<file path="config.mk">
export PLATFORM = sky130hd
export DESIGN_NAME = wb_burst_master
export DESIGN_NICKNAME = d
export VERILOG_FILES = /design/src/rtl/wb_burst_master_pkg.sv /design/src/rtl/wb_burst_master_buf.sv /design/src/rtl/wb_burst_master.sv
export SDC_FILE = /design/constraint.sdc
export NUM_CORES = 1
export LEC_CHECK = 0
export ABC_CLOCK_PERIOD_IN_PS = 6600
export CORE_UTILIZATION = 30
export DETAILED_ROUTE_END_ITERATION = 8
export PLACE_DENSITY = 0.46
export SLEW_MARGIN = 20
export SYNTH_ARGS = -nofsm -noshare
export SYNTH_HDL_FRONTEND = slang
export SYNTH_SLANG_ARGS = --single-unit
</file>
<file path="constraint.sdc">
create_clock -name clk -period 6.6 [get_ports clk]
set_input_delay 1.32 -clock clk [delete_from_list [all_inputs] [get_ports clk]]
set_output_delay 1.32 -clock clk [all_outputs]
set_load 0.03 [all_outputs]
</file>
<file path="src/rtl/wb_burst_master_pkg.sv">
// Shared constants and state type for the Wishbone B4 burst master.
package wb_burst_master_pkg;

  localparam logic [2:0] CTI_CLASSIC = 3'b000;
  localparam logic [2:0] CTI_INCR    = 3'b010;
  localparam logic [2:0] CTI_EOB     = 3'b111;
  localparam logic [1:0] BTE_LINEAR  = 2'b00;

  typedef enum logic [1:0] {
    ST_IDLE = 2'd0,
    ST_BUS  = 2'd1,
    ST_RESP = 2'd2
  } state_t;

endpackage

</file>
<file path="src/rtl/wb_burst_master_buf.sv">
// DEPTH x WIDTH register buffer: one synchronous write port and one
// combinational read port. Contents are intentionally not reset.
module wb_burst_master_buf #(
  parameter int DEPTH = 16,
  parameter int WIDTH = 32
) (
  input  logic                     clk,
  input  logic                     we,
  input  logic [$clog2(DEPTH)-1:0] waddr,
  input  logic [WIDTH-1:0]         wdata,
  input  logic [$clog2(DEPTH)-1:0] raddr,
  output logic [WIDTH-1:0]         rdata
);

  logic [WIDTH-1:0] mem [DEPTH];

  // Storage write; no reset so data survives across commands and resets.
  always_ff @(posedge clk) begin
    if (we) mem[waddr] <= wdata;
  end

  assign rdata = mem[raddr];

endmodule

</file>
<file path="src/rtl/wb_burst_master.sv">
// Wishbone B4 master engine: single access or incrementing burst of up to
// MAX_BURST beats, with write staging and read capture buffers.
// Optional macro WB_BURST_MASTER_TIMEOUT_EN adds a per-beat ACK timeout.
//
// state   | meaning
// --------+-----------------------------------------------------------
// ST_IDLE | cmd_ready high, waiting for a command
// ST_BUS  | CYC/STB asserted, one beat per ACK
// ST_RESP | rsp_valid high, holding the result until rsp_ready
module wb_burst_master
  import wb_burst_master_pkg::*;
#(
  parameter int WB_ADDR_WIDTH  = 32,
  parameter int WB_DATA_WIDTH  = 32,
  parameter int MAX_BURST      = 16,
  parameter int TIMEOUT_CYCLES = 1024
) (
  input  logic                          clk,
  input  logic                          rst,
  input  logic                          cmd_valid,
  output logic                          cmd_ready,
  input  logic [WB_ADDR_WIDTH-1:0]      cmd_adr,
  input  logic                          cmd_we,
  input  logic [$clog2(MAX_BURST)-1:0]  cmd_len,
  input  logic [WB_DATA_WIDTH/8-1:0]    cmd_sel,
  input  logic                          wbuf_we,
  input  logic [$clog2(MAX_BURST)-1:0]  wbuf_idx,
  input  logic [WB_DATA_WIDTH-1:0]      wbuf_dat,
  input  logic [$clog2(MAX_BURST)-1:0]  rbuf_idx,
  output logic [WB_DATA_WIDTH-1:0]      rbuf_dat,
  output logic                          rsp_valid,
  input  logic                          rsp_ready,
  output logic                          rsp_err,
  output logic [$clog2(MAX_BURST):0]    rsp_beats,
  output logic [WB_ADDR_WIDTH-1:0]      adr,
  output logic [WB_DATA_WIDTH-1:0]      dat_w,
  output logic [WB_DATA_WIDTH/8-1:0]    sel,
  output logic [2:0]                    cti,
  output logic [1:0]                    bte,
  output logic                          we,
  output logic                          cyc,
  output logic                          stb,
  input  logic [WB_DATA_WIDTH-1:0]      dat_r,
  input  logic                          ack,
  input  logic                          err
);

  localparam int LW    = $clog2(MAX_BURST);
  localparam int BYTES = WB_DATA_WIDTH / 8;

  if (MAX_BURST < 2 || (MAX_BURST & (MAX_BURST - 1)) != 0 || TIMEOUT_CYCLES < 1 ||
      (WB_DATA_WIDTH % 8) != 0) begin : g_bad_param
    $error("wb_burst_master: illegal parameter combination");
  end

  state_t                     state, state_nxt;
  logic [WB_ADDR_WIDTH-1:0]   adr_q;
  logic                       we_q;
  logic [LW-1:0]              len_q;
  logic [BYTES-1:0]           sel_q;
  logic [LW:0]                beat;
  logic                       err_q;
  logic                       last_beat;
  logic                       in_bus;
  logic                       accept;
  logic                       tmo_hit;
  logic [WB_DATA_WIDTH-1:0]   wbuf_rd;
  logic [WB_DATA_WIDTH-1:0]   rbuf_rd;

  assign in_bus    = (state == ST_BUS);
  assign accept    = (state == ST_IDLE) && cmd_valid;
  assign last_beat = (beat[LW-1:0] == len_q);

  // State register.
  always_ff @(posedge clk) begin
    if (rst) state <= ST_IDLE;
    else     state <= state_nxt;
  end

  // Next state and bus/handshake outputs; everything is zero outside ST_BUS.
  always_comb begin
    state_nxt = state;
    cmd_ready = 1'b0;
    rsp_valid = 1'b0;
    cyc       = 1'b0;
    stb       = 1'b0;
    we        = 1'b0;
    adr       = '0;
    dat_w     = '0;
    sel       = '0;
    cti       = CTI_CLASSIC;
    bte       = BTE_LINEAR;
    case (state)
      ST_IDLE: begin
        cmd_ready = 1'b1;
        if (cmd_valid) state_nxt = ST_BUS;
      end
      ST_BUS: begin
        cyc   = 1'b1;
        stb   = 1'b1;
        we    = we_q;
        adr   = adr_q + WB_ADDR_WIDTH'(beat) * WB_ADDR_WIDTH'(BYTES);
        dat_w = we_q ? wbuf_rd : '0;
        sel   = sel_q;
        if (len_q == '0)    cti = CTI_CLASSIC;
        else if (last_beat) cti = CTI_EOB;
        else                cti = CTI_INCR;
        // ERR and timeout end the burst regardless of ACK.
        if (err || tmo_hit || (ack && last_beat)) state_nxt = ST_RESP;
      end
      ST_RESP: begin
        rsp_valid = 1'b1;
        if (rsp_ready) state_nxt = ST_IDLE;
      end
      default: state_nxt = ST_IDLE;
    endcase
  end

  // Command latch, beat counter and error flag.
  always_ff @(posedge clk) begin
    if (rst) begin
      adr_q <= '0;
      we_q  <= 1'b0;
      len_q <= '0;
      sel_q <= '0;
      beat  <= '0;
      err_q <= 1'b0;
    end else if (accept) begin
      adr_q <= cmd_adr;
      we_q  <= cmd_we;
      len_q <= cmd_len;
      sel_q <= cmd_sel;
      beat  <= '0;
      err_q <= 1'b0;
    end else if (in_bus) begin
      if (err || tmo_hit) err_q <= 1'b1;
      else if (ack)       beat  <= beat + (LW+1)'(1);
    end
  end

  assign rsp_err   = err_q;
  assign rsp_beats = beat;

`ifdef WB_BURST_MASTER_TIMEOUT_EN
  localparam int TW = $clog2(TIMEOUT_CYCLES + 1);
  logic [TW-1:0] tmo_cnt;

  // Per-beat down-counter, reloaded whenever the bus is not stalled.
  always_ff @(posedge clk) begin
    if (rst || !in_bus || ack || err) tmo_cnt <= TW'(TIMEOUT_CYCLES - 1);
    else if (tmo_cnt != '0)           tmo_cnt <= tmo_cnt - TW'(1);
  end

  assign tmo_hit = in_bus && !ack && !err && (tmo_cnt == '0);
`else
  assign tmo_hit = 1'b0;
`endif

  wb_burst_master_buf #(.DEPTH(MAX_BURST), .WIDTH(WB_DATA_WIDTH)) u_wbuf (
    .clk   (clk),
    .we    (wbuf_we && !in_bus),
    .waddr (wbuf_idx),
    .wdata (wbuf_dat),
    .raddr (beat[LW-1:0]),
    .rdata (wbuf_rd)
  );

  wb_burst_master_buf #(.DEPTH(MAX_BURST), .WIDTH(WB_DATA_WIDTH)) u_rbuf (
    .clk   (clk),
    .we    (in_bus && ack && !err && !we_q),
    .waddr (beat[LW-1:0]),
    .wdata (dat_r),
    .raddr (rbuf_idx),
    .rdata (rbuf_rd)
  );

  // Registered read-buffer port.
  always_ff @(posedge clk) begin
    if (rst) rbuf_dat <= '0;
    else     rbuf_dat <= rbuf_rd;
  end

endmodule

</file>
=== Yosys cells after proc, flatten, opt, wreduce, memory -nomap -nowiden ===
Memories as Yosys holds them, arrays and structs flattened. A register that Yosys moved wholly into a read port is not among the register bits.
Index checks and enable logic that the tools add are counted.

* Flip-flop bits (word level): 49
* Memories: 2
* Word-level logic and storage cells: 55
* Memory bits (writable): 1024
* Input port bits: 120

{| class="wikitable"
|+ Memory list
! name !! depth !! bits a word !! rd ports !! clocked after memory_dff !! write ports !! line !! source
|-
| u_rbuf.mem || 16 || 32 || 1 || 1 || 1 || wb_burst_master_buf.sv:15 || <nowiki>logic [WIDTH-1:0] mem [DEPTH];</nowiki>
|-
| u_wbuf.mem || 16 || 32 || 1 || 1 || 1 || wb_burst_master_buf.sv:15 ||
|}

* Equality and inequality tests: 6
* Multiplexer cells: 21
* Add/subtract/negate cells: 2
* Bitwise logic cells: 1
* Reduce and logical (&&, ||, !) cells: 16

{| class="wikitable"
|+ Operators by type and width
! operator !! count
|-
| $mux W32 || 3
|-
| $add A32 B7 Y32 || 1
|-
| $mux W4 || 3
|-
| $mux W3 || 3
|-
| $mux W1 || 8
|-
| $logic_and A1 B1 Y1 || 6
|-
| $mux W2 || 3
|-
| $pmux W2 S3 || 1
|-
| $reduce_and A3 Y1 || 2
|-
| $add A5 B1 Y5 const B || 1
|-
| $eq A4 B4 Y1 || 1
|-
| $logic_not A4 Y1 || 1
|-
| $ne A2 B2 Y1 const B || 2
|-
| $logic_not A1 Y1 || 3
|-
| $eq A2 B1 Y1 const B || 1
|-
| $eq A2 B2 Y1 const B || 1
|-
| $logic_not A2 Y1 || 1
|-
| $ne A2 B1 Y1 const B || 1
|-
| $reduce_and A2 Y1 || 1
|-
| $reduce_or A2 Y1 || 1
|-
| $logic_or A1 B1 Y1 || 1
|-
| $not A1 Y1 || 1
|}

=== Depth between registers and ports, before layout ===
Gate-level depths: netlist of the first run.

* Depth after elaboration: 6
* Gate-level depth with buffers: 9
* Depth with buffers taken out: 8

=== By module ===
A second synthesis of the first run with hierarchy kept.

* Cells, all modules: 2091
* Area, all modules: 42325.6 um2

{| class="wikitable"
|+ Modules (own cells, without submodules)
! module !! cells each !! area an instance (um2) !! times used
|-
| wb_burst_master_buf at u_wbuf || 806 || 19213.4 || 1
|-
| wb_burst_master_buf at u_rbuf || 806 || 19194.7 || 1
|-
| wb_burst_master || 479 || 3917.5 || 1
|}

=== Least setup slack after synthesis of the first run ===
Ideal clock, no wire load.

* Kind: input-to-reg
* Start point: input wbuf_idx[1]
* End point: memory u_wbuf.mem[0][0], enable pin
* Stages: 2
* Library setup time: 0.461 ns
* Setup slack: 1.876 ns
* Arrival time: 4.263 ns
* Buffers on the path: 0
* Cell sequence: or4b_2 nor3_1

{| class="wikitable"
|+ RTL lines
! what !! line !! source
|-
| start: declaration || wb_burst_master.sv:27 || <nowiki>input logic [$clog2(MAX_BURST)-1:0] wbuf_idx,</nowiki>
|-
| end: declaration || wb_burst_master_buf.sv:15 ||
|}

No word-level cell before the write port.

==> Flow_metrics.wiki, run 1 <==
{| class="wikitable"
! Metric !! Value
|-
| Number of CTS-inserted buffers || 119
|-
| Top flip-flop cell by instance count after synthesis || edfxtp_1
|-
| RR Endpoint || u_wbuf.mem[15][22]
|-
| CP Launch Type || flop
|-
| IO Pins || 236
|-
| CP Max Fanout || 42
|-
| GR Overflow Total || 0
|-
| Endpoint class of the critical path || primary output
|-
| Number of buffers inserted by port buffering || 233
|-
| Seq pwr share || 0.521
|-
| Arrival time at the worst endpoint || 4.14 ns
|-
| Wire length reported by the detailed router || 114,000 um
|-
| Die height || 380 um
|-
| Number of global-route vias before repair || 23,100
|-
| Mean number of vias per cell || 4.91
|-
| First-pass GRT wire length || 165,000 um
|-
| Register bit total from synthesis || 1,109
|-
| Placeable core region || 142,000 um^2
|-
| Number of violations of the max-capacitance limit || 0
|-
| Post-Place Cell Area || 48,000 um^2
|-
| Number of vias after detailed routing || 22,200
|-
| Min-delay worst type || reg2reg
|-
| End point of the critical path || dat_w[4]
|-
| Net count of the finished layout || 2,661
|-
| Worst Path Required || 5.28 ns
|-
| Slowest library cell on the worst path || clkdlybuf4s50_1
|-
| Cell family with the largest share of critical-path delay || buffers and inverters
|-
| Number of fill cells in the layout || 13,200
|-
| Share of flip-flops with an asynchronous set or reset after synthesis || 0
|-
| Max Freq || 0.183 GHz
|-
| Number of gates resized after CTS || 0
|-
| Hpwl dp || 67,700 um
|-
| Int Power || 11,700 uW
|-
| Final worst path period share || 0.827
|-
| Xor/xnor share of the synthesized area || 0.00491
|-
| Crit path buffers/inverters || 2
|-
| Final setup vio count || 0
|-
| Worst rel slew slack || 0.258
|-
| Final setup margin || 1.14 ns
|-
| Fraction of synthesized area in multiplexers || 0.146
|-
| Adder-cell share of the synthesized area || 0.00310
|-
| Insertion delay to the later sink of the worst-skew pair || 0.75 ns
|-
| Logic depth of the worst register-to-register path || 5
|-
| Worst-margin pin slew || 1.11 ns
|-
| Starting Density || 0.302
|-
| Dominant combinational cell family by area after synthesis || multiplexers
|-
| Worst path cell trace || buf_4 -> mux2_2 -> nand2_1 -> a32oi_1 -> nand2_1 -> o22ai_1 -> clkdlybuf4s50_1
|-
| Violation count after the first detailed-route iteration || 1,752
|-
| Remaining antenna violation count after routing || 0
|-
| Number of antenna violations at the first check in global routing || 14
|-
| YS warnings || 0
|-
| Per-instance average area after synthesis || 19.1 um^2
|-
| Sequential element share of the synthesized area || 0.758
|-
| DRC violation count after routing || 0
|-
| Total setup buffers inserted after CTS || 0
|-
| TritonCTS clock tree || done
|-
| Layout-stage area growth over the synthesis result || 21.0%
|-
| GRT Total Usage || 0.157
|-
| Share of cells above drive strength 1 || 0.200
|-
| Chip Width || 380 um
|-
| Switching share of power || 0.217
|-
| Deepest level of the CTS H-tree || 3
|-
| Total Neg Setup Slack || 0 ns
|-
| Path type of the worst setup path || reg2out
|-
| Combinational Power Share || 0.047
|-
| Clock period minus worst slack || 5.46 ns
|-
| Net switching power || 3250 uW
|-
| First-pass detailed-route iteration total || 5
|-
| Maximum number of pins on one net before global-route repair || 81
|-
| Outcome || finished, final reports clean
|-
| RSZ-0062 raised after global routing || no
|-
| CTS Hold Bufs || 0
|-
| Longest Clk Path Bufs || 3
|-
| Syn Std Cell Area || 42,800 um^2
|-
| Count of standard-cell rows || 138
|-
| Cell area after layout || 51,800 um^2
|-
| Clk root buf || clkbuf_16
|-
| Number of flops mapped to enable cells by yosys || 1,024
|-
| Basic-gate share of the synthesized area counting and, or, nand and nor cells || 0.0369
|-
| Final hold viol count || 0
|-
| Worst-path clk slew || 0.06 ns
|-
| Gpl congestion || 0.789
|-
| Finished Core Util || 0.366
|-
| Peak supply drop || 0.229 mV
|-
| Final max-slew violation count || 0
|-
| Instance count of the mapped netlist || 2,241
|-
| Worst flop-to-flop path startpoint || state[1]
|-
| Leak pwr || 0.0158 uW
|-
| Post-detailed-route wirelength per cell || 25.3 um
|-
| Ratio of total power to cell area || 289 nW/um^2
|-
| WP depth || 7
|-
| Internal reg-to-reg setup slack || 3.45 ns
|-
| Critical Path Max Stage Delay || 0.80 ns
|-
| Clk_skew || 0.0581 ns
|-
| Number of library cell types mapped by synthesis || 53
|-
| Share of power burned in the clock network || 0.433
|-
| Area fraction in compound gates after synthesis || 0.0363
|-
| Worst setup timing slack at the placement stage || 1.89 ns
|-
| Die Footprint || 144,000 um^2
|-
| Crit-path most repeated cell || nand2_1
|-
| CTS sink count || 1,109
|}
[sequential cells by signal, summed over array words and instances (netlist names), 2 cells and up, named ones only]
register / count
rbuf_dat: 32
sel_q: 4
len_q: 4
u_wbuf.mem: 512
rsp_beats: 5
u_rbuf.mem: 512
adr_q: 32
state: 2
[synthesized netlist by cell type (all sizes together) (30+ instances only)]
library cell     n  area share
edfxtp        1024        0.72
mux4           194        0.10
nand2          185       0.016
mux2i          141       0.033
dfxtp           85       0.040
clkbuf          73      0.0064
nor2            66      0.0058
buf             59      0.0070
a32oi           51       0.010
a21oi           50      0.0058
mux2            42       0.011
o22ai           38      0.0056
o211ai          35      0.0061
nand3           30      0.0035
[kinds of logic (layout without fill, tap and decap cells)]
family,count (synthesis),after routing
AOI/OAI and AO/OA,225,225
and+or+nand+nor,353,353
adders and majority gates,10,10
DFF,1109,1109
buffers and inverters,142,532
other,1,5
muxes,377,377
xor gates and xnor gates,24,24
[power groups by stage]
stage	Combinational [uW]	Clock (uW)	Sequential, uW
global route	756	6880	7790
CTS	718	6650	7790
detailed placement	717	0	7940
global placement	705	0	7930
finish	700	6470	7790
floorplan	318	0	7960
[per-layer routing]
layer | vias up | wire length, um | part of all wire | track usage
met4 | 16 | 2680 | 0.023 | 0.0435
li1 | 9683 | - | - | -
met3 | 168 | 5530 | 0.048 | 0.0314
met1 | 11800 | 49600 | 0.43 | 0.205
met5 | - | 99 | 0.00087 | 0
met2 | 570 | 56500 | 0.49 | 0.263
[metrics by stage]
| stage | hold WS (ns) | power (uW) | instances |
|---|---|---|---|
| floorplan | 0.432 | 8280 | 2242 |
| detailed placement | 0.453 | 8650 | 4299 |
| CTS | 0.461 | 15200 | 4521 |
| global placement | 0.441 | 8640 | 4286 |
| finish | 0.452 | 15000 | 4525 |
| global route | 0.482 | 15400 | 4524 |
[cell usage in the layout, fill, tap and decap left out, types with 30 or more instances in the layout]
master,instances
dfxtp_1,82
o22ai_1,38
mux2_2,42
nand2_1,184
nor2_1,37
a32oi_1,51
buf_4,52
a21oi_1,50
mux2i_1,141
edfxtp_1,1024
mux4_2,194
nand3_1,30
o211ai_1,35
clkbuf_16,121
clkbuf_1,37
clkdlybuf4s50_1,229
[worst min-delay path: cells and delay by family, from the launching register on]
kind | cells | cell delay (ns)
compound gates | 1 | 0.05
simple gates | 1 | 0.05
flops | 1 | 0.31
[cell type report]
type / count / area, um^2 / area share
sequential: 1109 / 32500 / 0.627
multi-input combinational: 991 / 9990 / 0.193
clock buffer: 169 / 3320 / 0.0641
timing repair buffer: 300 / 3130 / 0.0604
tap: 1890 / 2360 / 0.0457
clock inverter: 53 / 479 / 0.00925
inverter: 10 / 37.5 / 0.000725
antenna: 3 / 7.51 / 0.000145
[how the worst min path moves through the flow]
stage,slack (ns),end,depth (start not counted),from
after floorplan,0.43,adr_q[0],2,adr_q[0]
after global placement,0.44,sel_q[3],2,sel_q[3]
after detailed placement,0.45,adr_q[1],2,adr_q[1]
after CTS,0.46,adr_q[1],2,adr_q[1]
after global routing,0.48,adr_q[0],2,adr_q[0]
final,0.45,adr_q[1],2,adr_q[1]
(Power assumes the default switching activity.)
==> inputs of run 2 (changes only) <==
Settings changed: ABC_CLOCK_PERIOD_IN_PS 6600 to 5400.
Clock period 6.6 ns to 5.4 ns, I/O delays scaled along.
==> Flow_metrics.wiki, run 2 (synthesis gave the netlist of run 1 again) <==
{| class="wikitable"
! Metric !! Value
|-
| CTS sink count || 1,109 (unchanged)
|-
| Worst-margin pin slew || 1.05 ns (-0.0610 ns)
|-
| Worst rel slew slack || 0.299 (+0.0408)
|-
| Path type of the worst setup path || reg2out
|-
| Final worst path period share || 0.943
|-
| Layout-stage area growth over the synthesis result || 21.6%
|-
| Placeable core region || 142,000 um^2 (unchanged)
|-
| GRT Total Usage || 0.159 (+0.00198)
|-
| Endpoint class of the critical path || primary output
|-
| Commonest cells after routing, fill and taps aside || edfxtp_1 (1,024), clkdlybuf4s50_1 (212), mux4_2 (194)
|-
| Clk_skew || 0.0520 ns (-0.00609 ns)
|-
| CP Max Fanout || 10 (-76%)
|-
| Starting Density || 0.302 (unchanged)
|-
| Number of antenna violations at the first check in global routing || 14 (unchanged)
|-
| Die Footprint || 144,000 um^2 (unchanged)
|-
| Number of vias after detailed routing || 22,300 (+0.38%)
|-
| Total Neg Setup Slack || 0 ns (unchanged)
|-
| Number of gates resized after CTS || 0 (unchanged)
|-
| Chip Width || 380 um (unchanged)
|-
| Hold Startpoint || adr_q[1]
|-
| Peak supply drop || 0.282 mV (+23%)
|-
| Total setup buffers inserted after CTS || 0 (unchanged)
|-
| Die height || 380 um (unchanged)
|-
| Worst flop-to-flop path startpoint || state[1]
|-
| Number of violations of the max-capacitance limit || 0 (unchanged)
|-
| Logic depth of the worst register-to-register path || 6 (+1)
|-
| Count of standard-cell rows || 138 (unchanged)
|-
| RSZ-0062 raised after global routing || no
|-
| Final hold viol count || 0 (unchanged)
|-
| Gpl congestion || 0.799 (+1.3%)
|-
| Critical path origin || rsp_beats[0]
|-
| CTS Hold Bufs || 0 (unchanged)
|-
| Most common cell after layout, fill and taps aside || edfxtp_1
|-
| Wire length reported by the detailed router || 115,000 um (+0.64%)
|-
| Number of CTS-inserted buffers || 120 (+0.84%)
|-
| Final Total Pwr || 18,600 uW (+24%)
|-
| Outcome || finished, final reports clean
|-
| Min-delay worst type || reg2reg
|-
| DRC violation count after routing || 0 (unchanged)
|-
| CP Launch Type || flop
|-
| Longest Clk Path Bufs || 3 (unchanged)
|-
| Ratio of total power to cell area || 357 nW/um^2 (+24%)
|-
| Maximum number of pins on one net before global-route repair || 69 (-15%)
|-
| Net count of the finished layout || 2,676 (+0.56%)
|-
| Leak pwr || 0.0160 uW (+1.1%)
|-
| First-pass detailed-route iteration total || 5 (unchanged)
|-
| Hpwl dp || 68,300 um (+0.90%)
|-
| Top flop regs || u_rbuf.mem (512), u_wbuf.mem (512)
|-
| Post-detailed-route wirelength per cell || 25.3 um (+0.20%)
|-
| Final max-slew violation count || 0 (unchanged)
|-
| RR Endpoint || u_rbuf.mem[4][31]
|-
| Clock period minus worst slack || 5.09 ns
|-
| Final setup vio count || 0 (unchanged)
|-
| Worst-path clk slew || 0.06 ns (about the same)
|-
| Insertion delay to the later sink of the worst-skew pair || 0.75 ns (about the same)
|-
| End point of the critical path || adr[30]
|-
| First-pass GRT wire length || 167,000 um (+0.95%)
|-
| TritonCTS clock tree || done
|-
| IO Pins || 236 (unchanged)
|-
| Number of global-route vias before repair || 23,700 (+2.4%)
|-
| Share of cells above drive strength 1 || 0.212 (+0.0121)
|-
| Arrival time at the worst endpoint || 4.01 ns (-0.13 ns)
|-
| Violation count after the first detailed-route iteration || 1,661 (-5.2%)
|-
| Max Freq || 0.196 GHz
|-
| Remaining antenna violation count after routing || 0 (unchanged)
|-
| Clk root buf || clkbuf_16
|-
| Deepest level of the CTS H-tree || 3 (unchanged)
|-
| Number of buffers inserted by port buffering || 233 (unchanged)
|-
| Worst Path Required || 4.32 ns (-0.96 ns)
|-
| Internal reg-to-reg setup slack || 2.07 ns (-1.38 ns)
|-
| GR Overflow Total || 0 (unchanged)
|-
| Mean number of vias per cell || 4.91 (about the same)
|}
## run 2: layout make-up
type / instances / area (um^2)
Antenna cell: 4 / 10.0
Clock buffer: 168 / 3300
Clock inverter: 59 / 664
Fill cell: 13100 / 89500
Inverter: 10 / 37.5
Multi-Input combinational cell: 991 / 9990
Sequential cell: 1109 / 32500
Tap cell: 1890 / 2360
Timing Repair Buffer: 314 / 3220
## run 2: how the worst min path moves through the flow
stage | end | cells after the start
floorplan | adr_q[0] | 2
global placement | sel_q[3] | 2
detailed placement | adr_q[1] | 2
CTS | adr_q[1] | 2
global route | adr_q[5] | 2
finish | adr_q[1] | 2
## run 2: layer usage
metal  vias up  GRT usage  share of wire
met5         -          0        0.00091
met4        16     0.0458          0.023
met3       183     0.0332          0.051
met2       560      0.260           0.48
met1     11800      0.212           0.44
li1       9719          -              -
## run 2: per-stage QoR
step / hold WS, ns / std cells / util / setup WS (ns) / area (um^2)
final: 0.457 / 4545 / 0.368 / 0.309 / 52000
after global routing: 0.480 / 4544 / 0.368 / 0.103 / 52000
after CTS: 0.463 / 4541 / 0.368 / 0.228 / 52000
after detailed placement: 0.454 / 4314 / 0.340 / 0.955 / 48100
after global placement: 0.442 / 4314 / 0.340 / 0.909 / 48100
after floorplan: 0.432 / 2242 / - / 0.916 / 42800
## run 2: power by group
group | internal, uW | total [uW] | switching (uW)
clock network | 4790 | 8210 | 3420
registers | 9470 | 9520 | 47.6
logic | 329 | 858 | 529
total | 14600 | 18600 | 4000
## run 2: worst max-delay path: stages, from the launching register on
cell and delay (ns):
dfxtp_1 0.52, ha_1 0.27, inv_1 0.08, fa_1 0.38, nor2b_1 0.19, o31a_1 0.42, o2111ai_2 0.23, or3_1 0.38
a21oi_1 0.15, clkdlybuf4s50_1 0.69
==> inputs of run 3 (changes only) <==
Settings changed: CAP_MARGIN set to 10, CTS_BUF_LIST set to sky130_fd_sc_hd__clkbuf_2.
==> Flow_metrics.wiki, run 3 (synthesis gave the netlist of run 1 again) <==
{| class="wikitable"
! Metric !! Value
|-
| Internal reg-to-reg setup slack || 2.09 ns (+0.02 ns)
|-
| GRT Total Usage || 0.164 (+0.00552)
|-
| Number of CTS-inserted buffers || 314 (+160%)
|-
| Layout-stage area growth over the synthesis result || 20.5%
|-
| Count of standard-cell rows || 138 (unchanged)
|-
| Number of fill cells in the layout || 13,500 (+2.5%)
|-
| Final max-slew violation count || 0 (unchanged)
|-
| Worst-path clk slew || 0.11 ns (+0.05 ns)
|-
| Post-Place Cell Area || 48,100 um^2 (unchanged)
|-
| Gpl congestion || 0.799 (unchanged)
|-
| Deepest level of the CTS H-tree || 5 (+2)
|-
| Net count of the finished layout || 2,950 (+10%)
|-
| Worst-margin pin slew || 1.04 ns (-0.0107 ns)
|-
| IO Pins || 236 (unchanged)
|-
| CP Max Fanout || 30 (+20)
|-
| Clk_skew || 0.155 ns (+0.103 ns)
|-
| Worst setup timing slack at the placement stage || 0.955 ns (unchanged)
|-
| Longest Clk Path Bufs || 4 (+1)
|-
| Ratio of total power to cell area || 315 nW/um^2 (-12%)
|-
| Starting Density || 0.302 (unchanged)
|-
| Number of violations of the max-capacitance limit || 0 (unchanged)
|-
| Endpoint class of the critical path || primary output
|-
| Placeable core region || 142,000 um^2 (unchanged)
|-
| Number of antenna violations at the first check in global routing || 14 (unchanged)
|-
| Chip Width || 380 um (unchanged)
|-
| Mean number of vias per cell || 4.85 (-1.1%)
|-
| CTS sink count || 1,109 (unchanged)
|-
| Final setup vio count || 0 (unchanged)
|-
| Number of vias after detailed routing || 23,900 (+7.2%)
|-
| First-pass GRT wire length || 172,000 um (+3.3%)
|-
| CP Launch Type || flop
|-
| Worst rel slew slack || 0.306 (+0.00716)
|-
| Final setup margin || 0.284 ns (-0.0255 ns)
|-
| Hpwl dp || 68,300 um (unchanged)
|-
| Worst Path Required || 4.32 ns (about the same)
|-
| Share of cells above drive strength 1 || 0.292 (+0.0800)
|-
| Outcome || finished, final reports clean
|-
| Clk root buf || clkbuf_2
|-
| Insertion delay to the later sink of the worst-skew pair || 1.60 ns (+0.85 ns)
|-
| Die height || 380 um (unchanged)
|-
| First-pass detailed-route iteration total || 7 (+2)
|-
| Clock period minus worst slack || 5.12 ns (+0.0255 ns)
|-
| Path type of the worst setup path || reg2out
|-
| Remaining antenna violation count after routing || 0 (unchanged)
|-
| Wire length reported by the detailed router || 119,000 um (+3.0%)
|-
| Multi-input logic area || 10,000 um^2 (+0.50%)
|-
| Max Freq || 0.195 GHz (-0.50%)
|-
| Peak supply drop || 0.174 mV (-38%)
|-
| Arrival time at the worst endpoint || 4.04 ns (+0.03 ns)
|-
| Final hold viol count || 0 (unchanged)
|-
| Non-Filler Instances || 4,929 (+8.4%)
|-
| Most common cell after layout, fill and taps aside || edfxtp_1
|-
| GR Overflow Total || 0 (unchanged)
|-
| Violation count after the first detailed-route iteration || 1,608 (-3.2%)
|-
| Cell area after layout || 51,600 um^2 (-0.91%)
|-
| DRC violation count after routing || 0 (unchanged)
|-
| Leak pwr || 0.0167 uW (+4.2%)
|-
| Placed cells || 4,314 (unchanged)
|-
| Number of global-route vias before repair || 25,700 (+8.6%)
|-
| Die Footprint || 144,000 um^2 (unchanged)
|-
| Maximum number of pins on one net before global-route repair || 69 (unchanged)
|-
| Commonest cells after routing, fill and taps aside || edfxtp_1 (1,024), clkbuf_2 (451), mux4_2 (194)
|-
| Post-detailed-route wirelength per cell || 24.1 um (-5.0%)
|-
| Final worst path period share || 0.947 (+0.00473)
|-
| TritonCTS clock tree || done
|-
| Min-delay worst type || in2reg
|-
| Storage cell area || 32,500 um^2 (about the same)
|-
| Number of buffers inserted by port buffering || 233 (unchanged)
|-
| Top flop regs || u_rbuf.mem (512), u_wbuf.mem (512)
|}
[run 3: changes by cell type in the layout (fill, tap and decap cells not counted), sizes merged, moves of 5 or more]
| cell | before | now |
|---|---|---|
| buf | 102 | 114 |
| bufinv | 11 | 3 |
| clkbuf | 168 | 451 |
| clkdlybuf4s50 | 212 | 184 |
| clkinv | 41 | 68 |
| diode | 4 | 9 |
| dlygate4sd2 | 0 | 22 |
| dlygate4sd3 | 0 | 70 |
[run 3: metal layers]
| metal | vias up | GRT usage | part of all wire |
|---|---|---|---|
| met4 | 16 | 0.0625 | 0.026 |
| met3 | 223 | 0.0383 | 0.052 |
| met2 | 740 | 0.268 | 0.49 |
| met5 | - | 0 | 0.00091 |
| met1 | 12500 | 0.211 | 0.43 |
| li1 | 10500 | - | - |
[run 3: power breakdown]
group	internal (uW)	leakage, uW	switching, uW	total, uW
Combinational	366	0.00468	544	910
Sequential	9460	0.00993	47.2	9500
Clock	2360	0.00207	3450	5810
Total	12200	0.0167	4040	16200
[run 3: final timing paths]
kind / startpoint / endpoint / cells after the start
hold reg to reg: sel_q[1] / sel_q[1] / 2
setup / recovery: flop / dat_w[27] / 6
hold / removal: rbuf_idx[1] / rbuf_dat[4] / 3
setup reg to reg: state[1] / u_rbuf.mem[4][11] / 6
[run 3: layout make-up]
class                   count  share of cell area
clock inverters            75             0.00728
repair buffers            393              0.0776
multi-input cells         992               0.195
clock buffers             451              0.0438
diodes                      9            0.000437
well taps                1890              0.0459
flip-flops and latches   1109               0.630
inverters                  10            0.000728
[run 3: timing repair]
item | CTS | global route
hold buffers | 70 | 0
cloned | 1 | 0
hold endpoints to repair | 42 | 0
buffers inserted | 6 | 3
endpoints found under the setup margin | 47 | 5
pin swaps | 2 | 1
resized for setup | 59 | 3
[run 3: stage by stage]
stage	setup TNS, ns	hold slack (ns)	utilization	power [uW]
2_1_floorplan	0	0.432	-	10100
3_3_place_gp	0	0.442	0.340	10600
3_5_place_dp	0	0.454	0.340	10600
4_1_cts	-0.0741	0.0108	0.364	16500
5_1_grt	-0.0457	0.0923	0.364	17000
6_report	0	0.277	0.364	16200
[run 3: worst max-delay path, stage by stage (launching register included)]
cell,delay [ns]
dfxtp_4,0.58
buf_4,0.46
nand2_1,0.10
a32oi_1,0.23
nand2_1,0.09
o22ai_1,0.21
clkdlybuf4s50_1,0.71
